===== src/rtl/mem_lsu_pkg.sv =====
// Shared encodings and decode helpers for the MEM-stage load/store unit.
package mem_lsu_pkg;

  localparam logic [6:0] OPC_LOAD  = 7'b0000011;
  localparam logic [6:0] OPC_STORE = 7'b0100011;
  localparam logic [6:0] OPC_OP    = 7'b0110011;
  localparam logic [6:0] OPC_OPIMM = 7'b0010011;
  localparam logic [6:0] OPC_LUI   = 7'b0110111;
  localparam logic [6:0] OPC_AUIPC = 7'b0010111;
  localparam logic [6:0] OPC_JAL   = 7'b1101111;
  localparam logic [6:0] OPC_JALR  = 7'b1100111;
  localparam logic [6:0] OPC_NOP   = 7'b0000000;

  localparam logic [2:0] F3_B  = 3'b000;
  localparam logic [2:0] F3_H  = 3'b001;
  localparam logic [2:0] F3_W  = 3'b010;
  localparam logic [2:0] F3_BU = 3'b100;
  localparam logic [2:0] F3_HU = 3'b101;

  localparam logic [0:0] ST_IDLE   = 1'b0;
  localparam logic [0:0] ST_ACCESS = 1'b1;

  // funct3[1:0] doubles as the access size for both loads and stores
  typedef enum logic [1:0] {SZ_B = 2'b00, SZ_H = 2'b01, SZ_W = 2'b10} acc_size_e;

  function automatic logic is_wb_op(logic [6:0] op);
    return op inside {OPC_OP, OPC_OPIMM, OPC_LUI, OPC_AUIPC, OPC_JAL, OPC_JALR};
  endfunction

  function automatic logic f3_legal(logic is_load, logic [2:0] f3);
    if (is_load) return f3 inside {F3_B, F3_H, F3_W, F3_BU, F3_HU};
    return f3 inside {F3_B, F3_H, F3_W};
  endfunction

  function automatic logic is_aligned(logic [1:0] sz, logic [1:0] lo);
    case (sz)
      SZ_B:    return 1'b1;
      SZ_H:    return ~lo[0];
      default: return lo == 2'b00;
    endcase
  endfunction

endpackage


===== src/rtl/mem_lsu_if.sv =====
// Data-memory request/ready bus between the LSU (master) and memory (slave).
interface mem_lsu_if #(parameter int XLEN = 32);
  logic            dmem_req;
  logic            dmem_we;
  logic [XLEN-1:0] dmem_addr;
  logic [3:0]      dmem_be;
  logic [XLEN-1:0] dmem_wdata;
  logic [XLEN-1:0] dmem_rdata;
  logic            dmem_ready;

  modport master (output dmem_req, dmem_we, dmem_addr, dmem_be, dmem_wdata,
                  input  dmem_rdata, dmem_ready);
  modport slave  (input  dmem_req, dmem_we, dmem_addr, dmem_be, dmem_wdata,
                  output dmem_rdata, dmem_ready);
endinterface


===== src/rtl/mem_lsu_load_ext.sv =====
// Load lane select plus sign/zero extension; purely combinational.
module mem_load_ext
  import mem_lsu_pkg::*;
#(
  parameter int XLEN = 32
) (
  input  logic [XLEN-1:0] rdata_i,
  input  logic [1:0]      offset_i,
  input  logic [2:0]      funct3_i,
  output logic [XLEN-1:0] data_o
);
  logic [7:0]  b;
  logic [15:0] h;

  always_comb begin
    b = rdata_i[{offset_i, 3'b000} +: 8];
    h = offset_i[1] ? rdata_i[31:16] : rdata_i[15:0];
    case (funct3_i)
      F3_B:    data_o = {{(XLEN-8){b[7]}}, b};
      F3_H:    data_o = {{(XLEN-16){h[15]}}, h};
      F3_BU:   data_o = {{(XLEN-8){1'b0}}, b};
      F3_HU:   data_o = {{(XLEN-16){1'b0}}, h};
      default: data_o = rdata_i;
    endcase
  end
endmodule


===== src/rtl/mem_lsu.sv =====
// MEM stage: issues one blocking data-memory access at a time, stalls the
// front end while it is outstanding, and owns the MEM/WB register.
module mem_lsu
  import mem_lsu_pkg::*;
#(
  parameter int XLEN    = 32,
  parameter int TIMEOUT = 16
) (
  input  logic            clk,
  input  logic            rst_n,
  input  logic [XLEN-1:0] alu_out_i,
  input  logic [6:0]      opcode_i,
  input  logic [2:0]      funct3_i,
  input  logic [4:0]      rd_i,
  input  logic [XLEN-1:0] rs2_data_i,
  mem_lsu_if.master       dmem,
  output logic            stall_o,
  output logic            wb_we_o,
  output logic [4:0]      wb_rd_o,
  output logic [XLEN-1:0] wb_data_o,
  output logic            lsu_err_o
);
  localparam int CW = (TIMEOUT > 1) ? $clog2(TIMEOUT) : 1;
  localparam logic [CW-1:0] TMO_LAST = CW'((TIMEOUT > 0) ? TIMEOUT - 1 : 0);

  logic [0:0]      state_q, state_d;
  logic [CW-1:0]   tmo_q, tmo_d;
  logic [XLEN-1:0] addr_q, addr_d, wdata_q, wdata_d;
  logic [3:0]      be_q, be_d;
  logic            we_q, we_d;
  logic [2:0]      f3_q, f3_d;
  logic [4:0]      rd_q, rd_d;
  logic [1:0]      off_q, off_d;
  logic            err_q, err_d;
  logic            wb_we_q, wb_we_d;
  logic [4:0]      wb_rd_q, wb_rd_d;
  logic [XLEN-1:0] wb_data_q, wb_data_d;

  logic            is_ld, is_st, is_mem, go, bad, acc, tmo_hit;
  logic [3:0]      st_be;
  logic [XLEN-1:0] st_wdata, ld_data;

  assign is_ld  = opcode_i == OPC_LOAD;
  assign is_st  = opcode_i == OPC_STORE;
  assign is_mem = is_ld | is_st;
  assign go     = is_mem & f3_legal(is_ld, funct3_i) & is_aligned(funct3_i[1:0], alu_out_i[1:0]);
  assign bad    = is_mem & ~go;
  assign acc    = state_q == ST_ACCESS;
  assign tmo_hit = (TIMEOUT > 0) && (tmo_q == TMO_LAST);

  always_comb begin
    case (acc_size_e'(funct3_i[1:0]))
      SZ_B:    begin st_be = 4'b0001 << alu_out_i[1:0]; st_wdata = {(XLEN/8){rs2_data_i[7:0]}};   end
      SZ_H:    begin st_be = 4'b0011 << alu_out_i[1:0]; st_wdata = {(XLEN/16){rs2_data_i[15:0]}}; end
      default: begin st_be = 4'b1111;                   st_wdata = rs2_data_i;                     end
    endcase
  end

  mem_load_ext #(.XLEN(XLEN)) u_ext (
    .rdata_i  (dmem.dmem_rdata),
    .offset_i (off_q),
    .funct3_i (f3_q),
    .data_o   (ld_data)
  );

  always_comb begin
    state_d   = state_q;
    tmo_d     = tmo_q;
    addr_d    = addr_q;
    be_d      = be_q;
    wdata_d   = wdata_q;
    we_d      = we_q;
    f3_d      = f3_q;
    rd_d      = rd_q;
    off_d     = off_q;
    err_d     = 1'b0;
    wb_we_d   = 1'b0;
    wb_rd_d   = wb_rd_q;
    wb_data_d = wb_data_q;
    case (state_q)
      ST_IDLE: begin
        if (go) begin
          state_d = ST_ACCESS;
          tmo_d   = '0;
          addr_d  = {alu_out_i[XLEN-1:2], 2'b00};
          be_d    = is_st ? st_be : 4'b0000;
          wdata_d = is_st ? st_wdata : '0;
          we_d    = is_st;
          f3_d    = funct3_i;
          rd_d    = rd_i;
          off_d   = alu_out_i[1:0];
        end else if (bad) begin
          err_d = 1'b1;
        end else begin
          wb_we_d   = is_wb_op(opcode_i) & (rd_i != 5'd0);
          wb_rd_d   = rd_i;
          wb_data_d = alu_out_i;
        end
      end
      default: begin
        if (dmem.dmem_ready) begin
          state_d = ST_IDLE;
          if (!we_q) begin
            wb_we_d   = rd_q != 5'd0;
            wb_rd_d   = rd_q;
            wb_data_d = ld_data;
          end
        end else if (tmo_hit) begin
          // abandon the access; memory side must tolerate the dropped request
          state_d = ST_IDLE;
          err_d   = 1'b1;
        end else begin
          tmo_d = tmo_q + CW'(1);
        end
      end
    endcase
  end

  always_ff @(posedge clk or negedge rst_n) begin
    if (!rst_n) begin
      state_q   <= ST_IDLE;
      tmo_q     <= '0;
      addr_q    <= '0;
      be_q      <= '0;
      wdata_q   <= '0;
      we_q      <= 1'b0;
      f3_q      <= '0;
      rd_q      <= '0;
      off_q     <= '0;
      err_q     <= 1'b0;
      wb_we_q   <= 1'b0;
      wb_rd_q   <= '0;
      wb_data_q <= '0;
    end else begin
      state_q   <= state_d;
      tmo_q     <= tmo_d;
      addr_q    <= addr_d;
      be_q      <= be_d;
      wdata_q   <= wdata_d;
      we_q      <= we_d;
      f3_q      <= f3_d;
      rd_q      <= rd_d;
      off_q     <= off_d;
      err_q     <= err_d;
      wb_we_q   <= wb_we_d;
      wb_rd_q   <= wb_rd_d;
      wb_data_q <= wb_data_d;
    end
  end

  assign dmem.dmem_req   = acc;
  assign dmem.dmem_we    = acc & we_q;
  assign dmem.dmem_addr  = acc ? addr_q : '0;
  assign dmem.dmem_be    = acc ? be_q : 4'b0000;
  assign dmem.dmem_wdata = acc ? wdata_q : '0;

  // gated by rst_n so the stall drops immediately on reset even if EX still presents a memory op
  assign stall_o   = rst_n & (acc ? ~dmem.dmem_ready : go);
  assign wb_we_o   = wb_we_q;
  assign wb_rd_o   = wb_rd_q;
  assign wb_data_o = wb_data_q;
  assign lsu_err_o = err_q;
endmodule


===== src/flat_wrapper.sv =====
// flat-port wrapper written by rule: the top's interface ports become plain ports
module mem_lsu_flat import mem_lsu_pkg::*;
#(
  parameter int XLEN    = 32,
  parameter int TIMEOUT = 16
)
  (clk, rst_n, alu_out_i, opcode_i, funct3_i, rd_i, rs2_data_i, stall_o, wb_we_o, wb_rd_o, wb_data_o, lsu_err_o, dmem_dmem_req, dmem_dmem_we, dmem_dmem_addr, dmem_dmem_be, dmem_dmem_wdata, dmem_dmem_rdata, dmem_dmem_ready);
  mem_lsu_if #(.XLEN(XLEN)) dmem_i ();
  input  logic clk;
  input  logic rst_n;
  input  logic [XLEN-1:0] alu_out_i;
  input  logic [6:0] opcode_i;
  input  logic [2:0] funct3_i;
  input  logic [4:0] rd_i;
  input  logic [XLEN-1:0] rs2_data_i;
  output logic stall_o;
  output logic wb_we_o;
  output logic [4:0] wb_rd_o;
  output logic [XLEN-1:0] wb_data_o;
  output logic lsu_err_o;
  output wire logic [$bits(dmem_i.dmem_req)-1:0] dmem_dmem_req;
  output wire logic [$bits(dmem_i.dmem_we)-1:0] dmem_dmem_we;
  output wire logic [$bits(dmem_i.dmem_addr)-1:0] dmem_dmem_addr;
  output wire logic [$bits(dmem_i.dmem_be)-1:0] dmem_dmem_be;
  output wire logic [$bits(dmem_i.dmem_wdata)-1:0] dmem_dmem_wdata;
  input wire logic [$bits(dmem_i.dmem_rdata)-1:0] dmem_dmem_rdata;
  input wire logic [$bits(dmem_i.dmem_ready)-1:0] dmem_dmem_ready;
  assign dmem_dmem_req = dmem_i.dmem_req;
  assign dmem_dmem_we = dmem_i.dmem_we;
  assign dmem_dmem_addr = dmem_i.dmem_addr;
  assign dmem_dmem_be = dmem_i.dmem_be;
  assign dmem_dmem_wdata = dmem_i.dmem_wdata;
  assign dmem_i.dmem_rdata = dmem_dmem_rdata;
  assign dmem_i.dmem_ready = dmem_dmem_ready;
  mem_lsu #(.XLEN(XLEN), .TIMEOUT(TIMEOUT)) u_core (.clk(clk), .rst_n(rst_n), .alu_out_i(alu_out_i), .opcode_i(opcode_i), .funct3_i(funct3_i), .rd_i(rd_i), .rs2_data_i(rs2_data_i), .dmem(dmem_i), .stall_o(stall_o), .wb_we_o(wb_we_o), .wb_rd_o(wb_rd_o), .wb_data_o(wb_data_o), .lsu_err_o(lsu_err_o));
endmodule

===== config.mk =====
export PLATFORM = sky130hd
export DESIGN_NAME = mem_lsu_flat
export DESIGN_NICKNAME = d
export VERILOG_FILES = /design/src/rtl/mem_lsu_pkg.sv /design/src/rtl/mem_lsu_if.sv /design/src/rtl/mem_lsu_load_ext.sv /design/src/rtl/mem_lsu.sv /design/src/flat_wrapper.sv
export SDC_FILE = /design/constraint.sdc
export NUM_CORES = 1
export LEC_CHECK = 0
export ABC_AREA = 1
export BUFFER_PORTS_ARGS = -buffer_cell sky130_fd_sc_hd__buf_2
export CAP_MARGIN = 5
export CORE_ASPECT_RATIO = 0.6
export CORE_UTILIZATION = 45
export CTS_BUF_LIST = sky130_fd_sc_hd__clkbuf_16
export CTS_CLUSTER_DIAMETER = 200
export DETAILED_ROUTE_END_ITERATION = 6
export GPL_TIMING_DRIVEN = 0
export HOLD_SLACK_MARGIN = 0.1
export PLACE_DENSITY = 0.74
export SKIP_CTS_REPAIR_TIMING = 1
export SLEW_MARGIN = 10
export SYNTH_ARGS = -nofsm -noshare
export SYNTH_HDL_FRONTEND = slang
export SYNTH_SLANG_ARGS = --single-unit

===== constraint.sdc =====
create_clock -name clk -period 1.52 [get_ports clk]
set_clock_uncertainty 0.15 [all_clocks]
set_input_delay 0.076 -clock clk [delete_from_list [all_inputs] [get_ports clk]]
set_output_delay 0.076 -clock clk [all_outputs]
set_load 0.005 [all_outputs]

; ---- Word level (Yosys, flattened, before mapping)
; Index checks and enable logic that the tools add are counted.
[word_totals]
romBits = 0
mem_bits_rw = 0
register_bits = 121
wordCells = 106
n_memories = 0
inputBits = 114
latchBits = 0
output_inout_bits = 110
[op_classes]
mul = 0
muxes = 42
n_shift = 3
n_eq_ne = 23
magnitude_cmp = 0
addsub = 1
bitwise = 11
n_div = 0
reduce_logical = 13
[ops]
columns = cell, n
row1 = 32-bit two-way mux, 8
row2 = 32-bit one-hot mux with 4 select lines, 1
row3 = 32-bit one-hot mux with 2 select lines, 1
row4 = 32-bit by 6-bit indexed part select with 8-bit output, 1
row5 = 5-bit two-way mux, 5
row6 = 4-bit two-way mux, 6
row7 = "7-bit by 6-bit == test with 1-bit output, second input constant", 3
row8 = 1-bit two-way mux, 18
row9 = 16-bit two-way mux, 1
row10 = 5-bit nonzero test, 3
row11 = "7-bit by 5-bit == test with 1-bit output, second input constant", 2
row12 = "7-bit == test, second input constant", 2
row13 = "3-bit == test, second input constant", 4
row14 = "2-bit inequality test, second input constant", 4
row15 = 4-bit one-hot mux with 2 select lines, 1
row16 = "7-bit by 2-bit == test with 1-bit output, second input constant", 1
row17 = 1-bit bitwise AND, 6
row18 = "3-bit by 1-bit == test with 1-bit output, second input constant", 2
row19 = 3-bit zero test, 2
row20 = 6-bit nonzero test, 1
row21 = "4-bit by 1-bit adder with 4-bit output, second input constant", 1
row22 = "4-bit == test, second input constant", 1
row23 = 2-bit zero test, 2
row24 = "2-bit by 1-bit inequality test with 1-bit output, second input constant", 2
row25 = 12 further kinds, 15

; ---- Depth between registers and ports, before layout
[logic_depth]
word_depth = 11
depth_mapped = 11
depth_no_buf = 10

; ---- Hierarchy
; Synthesis repeated with hierarchy kept, for this count alone.
[hier_totals]
hier_cells = 1056
hier_area_um2 = 7445.9
[by_module_without_submodules]
columns = mod, n_inst, area_per_inst_um2, seq_area_each_um2, cells_each
row1 = mem_lsu, 1, 6391.1, 3027.9, 862
row2 = mem_load_ext, 1, 1054.8, 0.0, 194

; ---- Worst setup path after synthesis
; No wires, ideal clock.
[synth_timing]
path_type = reg2reg
from = register u_core.state_q (netlist: u_core.dmem.dmem_req)
to = register u_core.wb_data_q[25] (netlist: u_core.wb_data_o[25])
synth_period_minus_slack_ns = 1.618
setup_slack_ns = -0.098
path_buffers = 3
required_time_ns = 1.254
setup_time_ns = 0.116
arrival_ns = 1.351
stages_incl_launch_ff = 10
path_cell_list = dfrtp_1 > buf_4 > inv_2 > buf_2 > buf_1 > nand2_1 > nand2_1 > inv_1 > nand2_1 > nand2_1
[synth_between]
elab_chain_len = 2
word_cells_on_any_way = 6
classes_between = eq/ne: 4 / mux: 1 / reduce/logical: 1
[synth_lines]
columns = item, line
row1 = start: declaration, mem_lsu.sv:26  ; logic [0:0] state_q, state_d;
row2 = start signal: assignment, mem_lsu.sv:135  ; state_q <= state_d;
row3 = 2-bit inequality test (no source line) or 2-bit by 1-bit inequality test with 1-bit output (tied branches), n/a
row4 = 4-bit AND reduction (no source line), n/a
row5 = end signal: assignment, mem_lsu.sv:147  ; wb_data_q <= wb_data_d;
row6 = end: declaration, mem_lsu.sv:37  ; logic [XLEN-1:0] wb_data_q, wb_data_d;
; Parallel ways exist; a longest one is shown, timed or not.
; A chain may end at the register's enable or synchronous reset.

; ---- Worst setup path in the final report
[layout_timing]
from = register u_core.state_q (netlist: u_core.dmem.dmem_req)
to = output stall_o
[layout_between]
elab_chain_len = 2
[layout_lines]
columns = item, line
row1 = 1-bit two-way mux, mem_lsu.sv:158  ; assign stall_o = rst_n & (acc ? ~dmem.dmem_ready : go);
row2 = 1-bit bitwise AND, mem_lsu.sv:158
row3 = end: declaration, flat_wrapper.sv:16  ; output logic stall_o;
; No other way between the ends.

==> results by group <==
Outcome
  – Status: finished, violations left
  – Failing checks: hold timing, setup timing

Yosys
  – Synth area leader: dfrtp_1
  – Sequential area share after synthesis: 41.0%
  – Top cells by area, synth: dfrtp_1, nand2_1, inv_1
  – Post-synth EDFFs: 0
  – Avg Synthesized Cell Area: 6.49 µm²
  – FF+latch count, synth: 121
  – Synth warn: 0
  – Top_reg_cell synth: dfrtp_1
  – Post-synthesis cell type count: 32
  – Cell count after synthesis: 1138
  – Mapped Area: 7390 µm²
  – Count leader, synth: nand2_1
  – Ys async rst share: 100%
  – Commonest cells post-synth: nand2_1, inv_1, dfrtp_1, nor2_1, a21oi_1
  – Share of the synthesized area in the top cell type: 41.0%

Global route
  – Overall global routing resource usage: 30.0%
  – Initial antenna violation count: 1
  – Overflow after GRT: 0
  – Vias in the first global route: 7113
  – First-pass GRT wire length: 39000 µm
  – Largest net degree at the start of global routing: 83

Drt
  – DRT iter0 DRCs: 1075
  – Post-detailed-route via-to-cell ratio: 5.32
  – Iteration count of the initial detailed-routing pass: 5
  – Antenna Nets Post-Route: 0
  – Via count: 9280
  – # DRC: 0
  – Drt total wl: 29900 µm
  – WL per Instance: 17.1 µm

Floorplanning
  – Core footprint: 15700 µm²
  – Die width: 167 µm
  – Std-Cell Rows: 35
  – Die Ht: 101 µm
  – Initial core utilization: 47.1%
  – Die footprint: 16900 µm²
  – I/O pin count: 224

Finish
  – # diodes: 0
  – Area taken by multi-input logic gates: 3710 µm²
  – Final Cell Area: 11800 µm²
  – Layout cells sized above 1: 30.6%
  – # fillers: 1187
  – Final #Nets: 1643
  – FF/Latch Area: 3030 µm²
  – Synth-to-Final Area Change: 59.1%

Timing
  – Final hold viol count: 121
  – Hold_ws: -0.572 ns
  – Final setup viols: 188
  – Worst-Margin Slew: 0.562 ns
  – Tmin final: 1.83 ns
  – RSZ-0062 raised after global routing: yes
  – Fmax: 547 MHz
  – Normalized max-slew margin: 62.5%
  – Final worst-path cycle share: 120%
  – TNS Setup: -40.93 ns
  – Slew Limit Fails: 0
  – Final WS setup: -0.308 ns

Placement
  – Placer Congestion: 0.980
  – DP HPWL: 19100 µm
  – Port-buffer cells: 221
  – Placed Area: 8790 µm²
  – Worst slack at placement: -0.684 ns

Clock network
  – Skew-Pair Late Insertion Delay: 0.42 ns
  – CTS H-tree depth: 4
  – CTS tree: built
  – Reg clk slew, reported paths: 0.06 ns
  – Clock sinks: 121
  – Root buffer cell: clkbuf_16
  – Longest Clk Path Bufs: 2
  – CTS Buf Count: 17

Power
  – Pwr dens: 811 nW/µm²
  – Peak supply drop: 0.541 mV
  – Pleak: 0.00695 µW

Critical path
  – R2R cell count: 9
  – Reg2reg setup slack: -0.29 ns
  – Crit path arrival time: 1.60 ns
  – Worst setup SP type: flip-flop
  – Data required, critical path: 1.29 ns
  – Worst setup path class: flip-flop to primary output
  – Critical Path Sink Type: primary output
  – Reg-to-reg critical path startpoint: u_core.dmem.dmem_req$_DFF_PN0_
  – Max FO, Critical Path: 7
  – Critical path launch point: u_core.dmem.dmem_req$_DFF_PN0_

Worst hold path
  – Min-delay worst type: primary input to asynchronous set/reset pin

Run
  – Max_cap viols: 0
critical path, cell delays in order (launching register included):
cell	delay, ns
dfrtp_1	0.39
buf_8	0.18
clkinv_8	0.10
buf_12	0.14
buf_12	0.13
a21oi_4	0.12
buf_2	0.13
where the power goes:
group          total [µW]  internal (µW)  switching (µW)
combinational        1700            776             920
clock                4310           2620            1690
sequential           3530           3400             133
total                9530           6790            2740
final timing paths:
path	to
worst max register to register	u_core.addr_q[18]$_DFFE_PN0N_
min in group clk	u_core.wb_data_o[10]$_DFFE_PN0P_
worst min register to register	u_core.wb_data_o[1]$_DFFE_PN0P_
max in group asynchronous	u_core.wb_rd_o[0]$_DFFE_PN0P_
worst max-delay path	stall_o
worst min-delay path	u_core.wdata_q[16]$_DFFE_PN0N_
sequential cells by signal, indices dropped and copies added (netlist names):
register              flops
u_core.addr_q            30
u_core.be_q               4
u_core.dmem.dmem_req      1
u_core.f3_q               3
u_core.lsu_err_o          1
u_core.off_q              2
u_core.rd_q               5
u_core.tmo_q              4
u_core.wb_data_o         32
u_core.wb_rd_o            5
u_core.wb_we_o            1
u_core.wdata_q           32
u_core.we_q               1
placed cells by master (no fill, tap or decap), types with 2 or more instances in the layout:
master and count:
nand2_4 9, dfrtp_2 2, buf_12 13, buf_2 227
nor3_2 2, buf_6 21, o211ai_1 8, or2_2 10
clkbuf_16 28, a21oi_2 8, o21ai_0 30, clkinv_4 7
inv_6 4, nor2_4 4, nor2_2 3, inv_2 9
nand3_2 5, a21oi_1 45, nand2_2 47, a21oi_4 2
dlygate4sd3_1 99, buf_4 32, nand3_1 42, conb_1 2
clkbuf_2 5, bufinv_16 3, buf_16 2, nand2_1 433
clkbuf_1 9, nand4_1 37, buf_8 16, o21ai_2 5
o21ai_1 28, inv_1 153, nor2_1 58, dfrtp_1 119
area by class of cell:
cell class | instances | area share (%)
Inverter | 165 | 5.46
Multi-Input combinational cell | 786 | 31.5
Timing Repair Buffer | 370 | 23.7
Clock buffer | 17 | 3.62
Buffer | 67 | 6.08
Clock inverter | 15 | 1.63
Tap cell | 203 | 2.16
Sequential cell | 121 | 25.8
kinds of logic after synthesis:
group | after synthesis | synth area share (%)
other | 1 | 0.0508
and+or+nand+nor | 653 | 36.0
AOI/OAI and AO/OA | 129 | 9.43
buffers and inverters | 233 | 13.3
adders and majority gates | 1 | 0.169
DFF | 121 | 41.0
per-layer routing:
metal | vias up | GRT usage, % | share of wire, %
met4 | 0 | 4.23 | 2.4
met1 | 4271 | 48.4 | 45
met5 | - | 0 | 0
li1 | 4290 | - | -
met2 | 636 | 39.1 | 40
met3 | 83 | 8.40 | 13
through the flow:
step           power, µW  instances  util (%)
3_3_place_gp        4700       1563      55.9
2_1_floorplan       4200       1139         -
3_5_place_dp        4730       1564      56.1
4_1_cts             9000       1596      60.0
5_1_grt             9850       1744      75.0
6_report            9530       1744      75.0
Power figures use the tool's default switching activity.
